### config.mk
export PLATFORM = sky130hd
export DESIGN_NAME = alu_result_uart_tx
export DESIGN_NICKNAME = d
export VERILOG_FILES = /design/src/rtl/alu_pkg.sv /design/src/rtl/alu_tx_baud_cnt.sv /design/src/rtl/alu_result_uart_tx.sv
export SDC_FILE = /design/constraint.sdc
export NUM_CORES = 1
export LEC_CHECK = 0
export ABC_CLOCK_PERIOD_IN_PS = 2100
export CORE_UTILIZATION = 27
export DETAILED_ROUTE_END_ITERATION = 8
export PLACE_DENSITY = 0.54
export SLEW_MARGIN = 0
export SYNTH_ARGS = -nofsm -noshare
export SYNTH_HDL_FRONTEND = slang
export SYNTH_SLANG_ARGS = --single-unit
### constraint.sdc
create_clock -name clk -period 2.1 [get_ports clk]
set_input_delay 0.21 -clock clk [delete_from_list [all_inputs] [get_ports clk]]
set_output_delay 0.21 -clock clk [all_outputs]
set_load 0.1 [all_outputs]
### src/rtl/alu_pkg.sv
// Shared types and constants for the ALU result serial transmitter.
// Parity support in the transmitter is selected with the ALU_TX_PARITY_EN macro.
package alu_pkg;

    typedef enum logic [2:0] {
        IDLE,
        START,
        DATA,
        PARITY,
        STOP
    } tx_state_t;

    // res_data[7:0] followed by res_cout
    localparam int   TX_DATA_BITS  = 9;
    localparam logic TX_IDLE_LEVEL = 1'b1;

endpackage

### src/rtl/alu_tx_baud_cnt.sv
// Bit-period counter for the result transmitter: counts 0..CLKS_PER_BIT-1 and
// raises tick on the last cycle of each bit period.
module alu_tx_baud_cnt #(
    parameter int CLKS_PER_BIT = 104
) (
    input  logic clk,
    input  logic rst_n,
    input  logic en,
    input  logic clear,
    output logic tick
);

    localparam int                CNT_W   = $clog2(CLKS_PER_BIT);
    localparam logic [CNT_W-1:0]  CNT_MAX = CNT_W'(CLKS_PER_BIT - 1);

    logic [CNT_W-1:0] count;

    always_ff @(posedge clk or negedge rst_n) begin
        if (!rst_n) begin
            count <= '0;
        end else if (clear) begin
            count <= '0;
        end else if (en) begin
            count <= (count == CNT_MAX) ? '0 : count + CNT_W'(1);
        end
    end

    assign tick = en && (count == CNT_MAX);

endmodule

### src/rtl/alu_result_uart_tx.sv
// Serialises one ALU result (8-bit sum + carry-out) as a UART-style frame on tx.
// Define ALU_TX_PARITY_EN to insert an even-parity bit after the carry-out bit.
module alu_result_uart_tx
    import alu_pkg::*;
#(
    parameter int CLKS_PER_BIT = 104,
    parameter int STOP_BITS    = 1
) (
    input  logic       clk,
    input  logic       rst_n,
    input  logic       ena,
    input  logic [7:0] res_data,
    input  logic       res_cout,
    input  logic       res_valid,
    output logic       res_ready,
    output logic       tx,
    output logic       busy
);

    if (CLKS_PER_BIT < 2) begin : g_bad_clks_per_bit
        $error("alu_result_uart_tx: CLKS_PER_BIT must be 2 or more");
    end
    if (STOP_BITS < 1 || STOP_BITS > 2) begin : g_bad_stop_bits
        $error("alu_result_uart_tx: STOP_BITS must be 1 or 2");
    end

    localparam int                    BIT_CNT_W = 4;
    localparam logic [BIT_CNT_W-1:0]  LAST_DATA = BIT_CNT_W'(TX_DATA_BITS - 1);
    localparam logic [BIT_CNT_W-1:0]  LAST_STOP = BIT_CNT_W'(STOP_BITS - 1);

    // Handshake: a result transfers on a rising edge where res_valid && res_ready.
    // res_ready is only ever high in IDLE, so res_valid is ignored mid-frame.
    tx_state_t               state, state_nxt;
    logic [TX_DATA_BITS-1:0] shift_q, shift_nxt;
    logic [BIT_CNT_W-1:0]    bit_cnt, bit_cnt_nxt;
    logic                    tx_nxt, busy_nxt, ready_nxt;
    logic                    accept, tick;
`ifdef ALU_TX_PARITY_EN
    logic                    par_q, par_nxt;
`endif

    assign accept = (state == IDLE) && res_valid && res_ready;

    alu_tx_baud_cnt #(
        .CLKS_PER_BIT(CLKS_PER_BIT)
    ) u_baud_cnt (
        .clk   (clk),
        .rst_n (rst_n),
        .en    (state != IDLE),
        .clear (accept),
        .tick  (tick)
    );

    always_ff @(posedge clk or negedge rst_n) begin
        if (!rst_n) begin
            state     <= IDLE;
            shift_q   <= '0;
            bit_cnt   <= '0;
            tx        <= TX_IDLE_LEVEL;
            busy      <= 1'b0;
            res_ready <= 1'b0;
`ifdef ALU_TX_PARITY_EN
            par_q     <= 1'b0;
`endif
        end else begin
            state     <= state_nxt;
            shift_q   <= shift_nxt;
            bit_cnt   <= bit_cnt_nxt;
            tx        <= tx_nxt;
            busy      <= busy_nxt;
            res_ready <= ready_nxt;
`ifdef ALU_TX_PARITY_EN
            par_q     <= par_nxt;
`endif
        end
    end

    always_comb begin
        state_nxt   = state;
        shift_nxt   = shift_q;
        bit_cnt_nxt = bit_cnt;
        tx_nxt      = tx;
        busy_nxt    = busy;
        ready_nxt   = 1'b0;
`ifdef ALU_TX_PARITY_EN
        par_nxt     = par_q;
`endif
        case (state)
            IDLE: begin
                tx_nxt    = TX_IDLE_LEVEL;
                busy_nxt  = 1'b0;
                ready_nxt = ena;
                if (accept) begin
                    state_nxt   = START;
                    shift_nxt   = {res_cout, res_data};
                    bit_cnt_nxt = '0;
                    tx_nxt      = 1'b0;
                    busy_nxt    = 1'b1;
                    ready_nxt   = 1'b0;
`ifdef ALU_TX_PARITY_EN
                    par_nxt     = ^{res_cout, res_data};
`endif
                end
            end
            START: begin
                if (tick) begin
                    state_nxt = DATA;
                    tx_nxt    = shift_q[0];
                end
            end
            DATA: begin
                if (tick) begin
                    if (bit_cnt == LAST_DATA) begin
                        bit_cnt_nxt = '0;
`ifdef ALU_TX_PARITY_EN
                        state_nxt   = PARITY;
                        tx_nxt      = par_q;
`else
                        state_nxt   = STOP;
                        tx_nxt      = TX_IDLE_LEVEL;
`endif
                    end else begin
                        shift_nxt   = {1'b0, shift_q[TX_DATA_BITS-1:1]};
                        tx_nxt      = shift_q[1];
                        bit_cnt_nxt = bit_cnt + BIT_CNT_W'(1);
                    end
                end
            end
`ifdef ALU_TX_PARITY_EN
            PARITY: begin
                if (tick) begin
                    state_nxt   = STOP;
                    tx_nxt      = TX_IDLE_LEVEL;
                    bit_cnt_nxt = '0;
                end
            end
`endif
            STOP: begin
                if (tick) begin
                    if (bit_cnt == LAST_STOP) begin
                        // res_ready is raised on the same edge that returns to IDLE so a
                        // held res_valid starts the next frame one cycle after the stop period.
                        state_nxt = IDLE;
                        busy_nxt  = 1'b0;
                        ready_nxt = ena;
                    end else begin
                        bit_cnt_nxt = bit_cnt + BIT_CNT_W'(1);
                    end
                end
            end
            default: begin
                state_nxt = IDLE;
                tx_nxt    = TX_IDLE_LEVEL;
                busy_nxt  = 1'b0;
            end
        endcase
    end

endmodule
==> flow_summary.yaml, run 1 <==
timing:
  setup_viol: 0
  period_share: 0.940
  final_max_slew_viol_count: 0
  fin_tns_setup_ps: 0
  relSlewSlack: 0.637
  tightestPinTransition_ps: 540
  fin_skew_ps: 5.16
  fin_crit_ps: 1970
  finalHoldViolations: 0
  rsz0062_at_grt: "no"
  setup_slack_ps: 126
  fmax_mhz: 507
power_and_ir_drop:
  p_total_uw: 2120
  p_leak_uw: 0.000792
  ir_drop_uv: 462
  pwr_density_cell_mw_per_mm2: 1070
global_routing:
  grt_first_pass_wirelength_mm: 6.26
  grt_pass1_vias: 1270
  grt_max_degree: 27
  gr-usage-all-layers: 0.131
  overflow: 0
  antenna_found_initial: 0
critical_path:
  critPathKind: "flop to flop"
  crit_path_max_fanout: 3
  required_ps: 2270
  critPathTopFamily: "simple AND/OR/NAND/NOR gates"
  crit_path_cell_trace: "inv_1, ha_1, or3b_2, and4_1, o21a_1, mux2_2"
  slowest_delay_ps: 470
  crit_slowest_cell: "or3b_2"
  path_buf_inv: 1
  setup.worst_path.end_class: "flop"
  arrival_ps: 2150
  startpoint_type: "flop"
worst_hold_path:
  hold_path_class: "primary input to asynchronous set/reset pin"
drt:
  route.detailed.drc: 0
  wl_per_cell_um: 13.7
  first_pass_iters: 4
  drtAntennaViolNets: 0
  dr.first_iter.drc_count: 69
  via_count: 1261
  wirelength_mm: 3.49
  via_per_inst: 4.96
cts:
  cts.sinks: 26
  cts_hold_buf: 0
  cts_root_buffer: "clkbuf_8"
  cts.path.max_buffers: 2
  cts_tree: "done"
  cts_resized: 0
  numCtsBuffers: 3
  cts.htree.levels: 1
  clock_latency_ps: 280
  postCtsSetupBuffers: 0
  path_clk_slew_ps: 100
run:
  cap_violations: 0
placed_design:
  port_buffers: 15
  place_inst: 250
  routabilityCongestion: 0.748
  dpl.hpwl_mm: 2.55
  dp_slack_ps: 95.2
floorplan:
  io_pins: 16
  start_util: 0.283
  rows: 27
  die_w_um: 78.4
  dieArea_sq_mm: 0.00615
  die_y_um: 78.4
  core_sq_mm: 0.00557
synth:
  synth_nets: 169
  synth_edf_count: 0
  synth-seq-area-share: 0.413
  async_reset_ff_frac: 1.00
  synthesis.area_sq_mm: 0.00158
  avgSynthCellArea_sq_um: 10.3
  synthFlopType: "dfrtp_1"
  yosys_warnings: 0
  synth_cell_types: 48
  synth_cells: 153
  synth_seq_cells: 26
final_layout:
  final_common_cell: "dfrtp_1"
  final_layout_size_suffix_gt1_frac: 0.280
  fin_nets: 199
  area_growth_pct: 25.1
  post_layout_nonfiller_instances: 254
  antenna_cells: 0
  layout_common_cells: "dfrtp_1, mux2_2, buf_4, clkdlybuf4s50_1, nand2_1"
outcome:
  status: "finished clean"
worst reg2reg max path, cell delays in order (launching register included):
cell and delay, ps:
dfrtp_1 400, inv_1 90, ha_1 160, or3b_2 470, and4_1 250, o21a_1 210
mux2_2 270
registers in the layout, indices dropped and copies added, names as in the netlist:
| signal | cells |
|---|---|
| state | 3 |
| shift_q | 9 |
| tx | 1 |
| busy | 1 |
| bit_cnt | 4 |
| u_baud_cnt.count | 7 |
| res_ready | 1 |
stage by stage:
stage,cell area (sq um),utilization,hold slack [ps]
final,1970,0.354,304
after global routing,1970,0.354,331
after CTS,1970,0.354,317
after detailed placement,1900,0.341,492
after global placement,1900,0.341,486
after floorplan,1580,-,-85.6
power by group:
group	internal [uW]	switching (uW)
Combinational	381	470
Clock	255	172
Sequential	685	155
cell families (layout without fill, tap and decap cells):
logic type	after synthesis	count (layout)	share of synthesized area
buffers and inverters	11	40	0.0286
muxes	20	20	0.141
DFF	26	26	0.413
and+or+nand+nor	55	55	0.203
adders and majority gates	3	3	0.0238
xor gates and xnor gates	2	2	0.0111
AOI/OAI and AO/OA	36	36	0.179
metal layers:
layer	wire length (um)	part of all wire	GRT usage
met5	0	0	0
met4	29	0.0083	0.0333
met3	85	0.024	0.0279
met2	1620	0.46	0.208
met1	1760	0.50	0.180
worst paths after layout:
| check | start | end | slack (ps) | cells after the start |
|---|---|---|---|---|
| setup / recovery | bit_cnt[0]$_DFFE_PN0P_ | bit_cnt[1]$_DFFE_PN0P_ | 130 | 6 |
| hold / removal | rst_n | bit_cnt[3]$_DFFE_PN0P_ | 300 | 2 |
| setup reg to reg | bit_cnt[0]$_DFFE_PN0P_ | bit_cnt[1]$_DFFE_PN0P_ | 130 | 6 |
| hold reg to reg | shift_q[4]$_DFFE_PN0P_ | shift_q[4]$_DFFE_PN0P_ | 510 | 1 |
| max in group asynchronous | rst_n | tx$_DFFE_PN1P_ | 1500 | 2 |
| min in group clk | shift_q[4]$_DFFE_PN0P_ | shift_q[4]$_DFFE_PN0P_ | 510 | 1 |
synthesized netlist by cell type, drive strengths merged (4+ instances only):
cell,number,share of area
nand3,6,0.019
mux2,18,0.13
nor2,10,0.024
nor2b,4,0.016
inv,6,0.014
dfrtp,25,0.40
nand2,11,0.026
o21ai,10,0.032
a21oi,7,0.022
layout make-up:
cell class	instances	area [sq um]
Multi-Input combinational cell	116	880
Sequential cell	26	653
Timing Repair Buffer	30	255
Clock buffer	3	41.3
Clock inverter	1	30.0
Inverter	6	22.5
Tap cell	72	90.1
Fill cell	592	3600
Note: power is estimated with default switching activity, not from simulation.
==> inputs of run 2 (changes only) <==
==> constraint.sdc (replaced) <==
create_clock -name clk -period 2.1 [get_ports clk]
set_input_delay 0.315 -clock clk [delete_from_list [all_inputs] [get_ports clk]]
set_output_delay 0.315 -clock clk [all_outputs]
set_load 0.1 [all_outputs]
==> flow_summary.yaml, run 2 (synthesized netlist as in run 1, its figures left out) <==
critical_path:
  required_ps: 2270
  slowest_delay_ps: 470
  startpoint_type: "flop"
  r2r_slack_ps: 110
  crit_path_cell_trace: "inv_1, ha_1, or3b_2, and4_1, o21a_1, mux2_2"
  crit_slowest_cell: "or3b_2"
  critPathKind: "flop to flop"
  crit_path_max_fanout: 3
  setup.worst_path.end_class: "flop"
  r2r_end: "bit_cnt[1]$_DFFE_PN0P_"
  arrival_ps: 2160
  worstRegToRegCells: 6
  timing.rr.start: "bit_cnt[0]$_DFFE_PN0P_"
power_and_ir_drop:
  pwr_density_cell_mw_per_mm2: 1050
  p_leak_uw: 0.000799
  ir_drop_uv: 407
run:
  cap_violations: 0
timing:
  final_max_slew_viol_count: 0
  period_share: 0.948
  rsz0062_at_grt: "no"
  relSlewSlack: 0.656
  fin_tns_setup_ps: 0
  tightestPinTransition_ps: 512
  finalHoldViolations: 0
  fmax_mhz: 502
  fin_hold_ws_ps: 259
  setup_viol: 0
  fin_skew_ps: 3.07
  fin_crit_ps: 1990
drt:
  wl_per_cell_um: 13.6
  wirelength_mm: 3.47
  dr.first_iter.drc_count: 32
  via_count: 1264
  drtAntennaViolNets: 0
  via_per_inst: 4.94
  route.detailed.drc: 0
  first_pass_iters: 4
final_layout:
  top_register: "shift_q"
  fillCellCount: 573
  largest_reg_flops: 9
  top_regs: "shift_q (9), u_baud_cnt.count (7), bit_cnt (4)"
  fin_nets: 201
  antenna_cells: 0
  regArea_sq_um: 653
  post_layout_nonfiller_instances: 256
  final_layout_size_suffix_gt1_frac: 0.288
  final_common_cell: "dfrtp_1"
  multi_input_area_sq_um: 880
  area_growth_pct: 26.0
  layout_common_cells: "dfrtp_1, buf_4, mux2_2, clkdlybuf4s50_1, nand2_1"
outcome:
  status: "finished clean"
cts:
  cts_hold_buf: 0
  cts.sinks: 26
  cts_resized: 0
  clock_latency_ps: 270
  numCtsBuffers: 3
  cts_root_buffer: "clkbuf_8"
  path_clk_slew_ps: 90
  cts_tree: "done"
  cts.htree.levels: 1
  postCtsSetupBuffers: 0
  cts.path.max_buffers: 2
floorplan:
  dieArea_sq_mm: 0.00615
  die_w_um: 78.4
  start_util: 0.283
  rows: 27
  core_sq_mm: 0.00557
  die_y_um: 78.4
  io_pins: 16
global_routing:
  overflow: 0
  grt_pass1_vias: 1249
  grt_first_pass_wirelength_mm: 5.95
  gr-usage-all-layers: 0.123
  antenna_found_initial: 0
  grt_max_degree: 16
placed_design:
  dpl.hpwl_mm: 2.65
  routabilityCongestion: 0.764
  port_buffers: 15
  place_inst: 252
worst_hold_path:
  hold_path_class: "primary input to asynchronous set/reset pin"
==> run 2: layer usage <==
layer / part of all wire / global-route usage / vias up
li1: - / - / 625
met1: 0.49 / 0.163 / 611
met2: 0.46 / 0.199 / 24
met3: 0.037 / 0.0314 / 4
met4: 0.0092 / 0.0278 / 0
met5: 0 / 0 / -
==> run 2: how the worst max path moves through the flow <==
stage	from	slack (ps)	end	depth (start not counted)
finish	bit_cnt[0]$_DFFE_PN0P_	110	bit_cnt[1]$_DFFE_PN0P_	6
global route	bit_cnt[0]$_DFFE_PN0P_	60	bit_cnt[1]$_DFFE_PN0P_	6
CTS	bit_cnt[0]$_DFFE_PN0P_	120	bit_cnt[1]$_DFFE_PN0P_	6
detailed placement	res_valid	50	shift_q[5]$_DFFE_PN0P_	6
global placement	res_valid	60	shift_q[4]$_DFFE_PN0P_	6
floorplan	res_ready$_DFF_PN0_	70	shift_q[0]$_DFFE_PN0P_	4
==> run 2: report_power, final <==
part	switching [uW]	leakage [uW]	internal, uW
Clock	167	0.0000357	255
Sequential	146	0.000319	685
Combinational	468	0.000444	374
Total	780	0.000799	1310
==> run 2: per-stage QoR <==
stage               total power [uW]  worst slack, ps  utilization  cell area (sq um)
detailed placement              1690             47.1        0.344               1920
global route                    2240             62.8        0.356               1990
finish                          2090              110        0.356               1990
CTS                             2130              122        0.356               1990
global placement                1680             61.1        0.344               1920
floorplan                       1410             69.6            -               1580
==> run 2: worst max-delay path, delay by kind of cell, from the launching register on <==
family / cells / cell delay [ps]
AND/OR/NAND/NOR: 2 / 720
flip-flops: 1 / 410
multiplexers: 1 / 260
AO/OA/AOI/OAI: 1 / 210
adder cells (fa/ha/maj): 1 / 180
buffers and inverters: 1 / 100
==> run 2: area by class of cell <==
cell class	count	share of cell area
clock buffer	3	0.0208
clock inverter	1	0.0151
inverter	6	0.0113
multi-input combinational	116	0.443
sequential	26	0.329
tap	72	0.0453
timing repair buffer	32	0.136
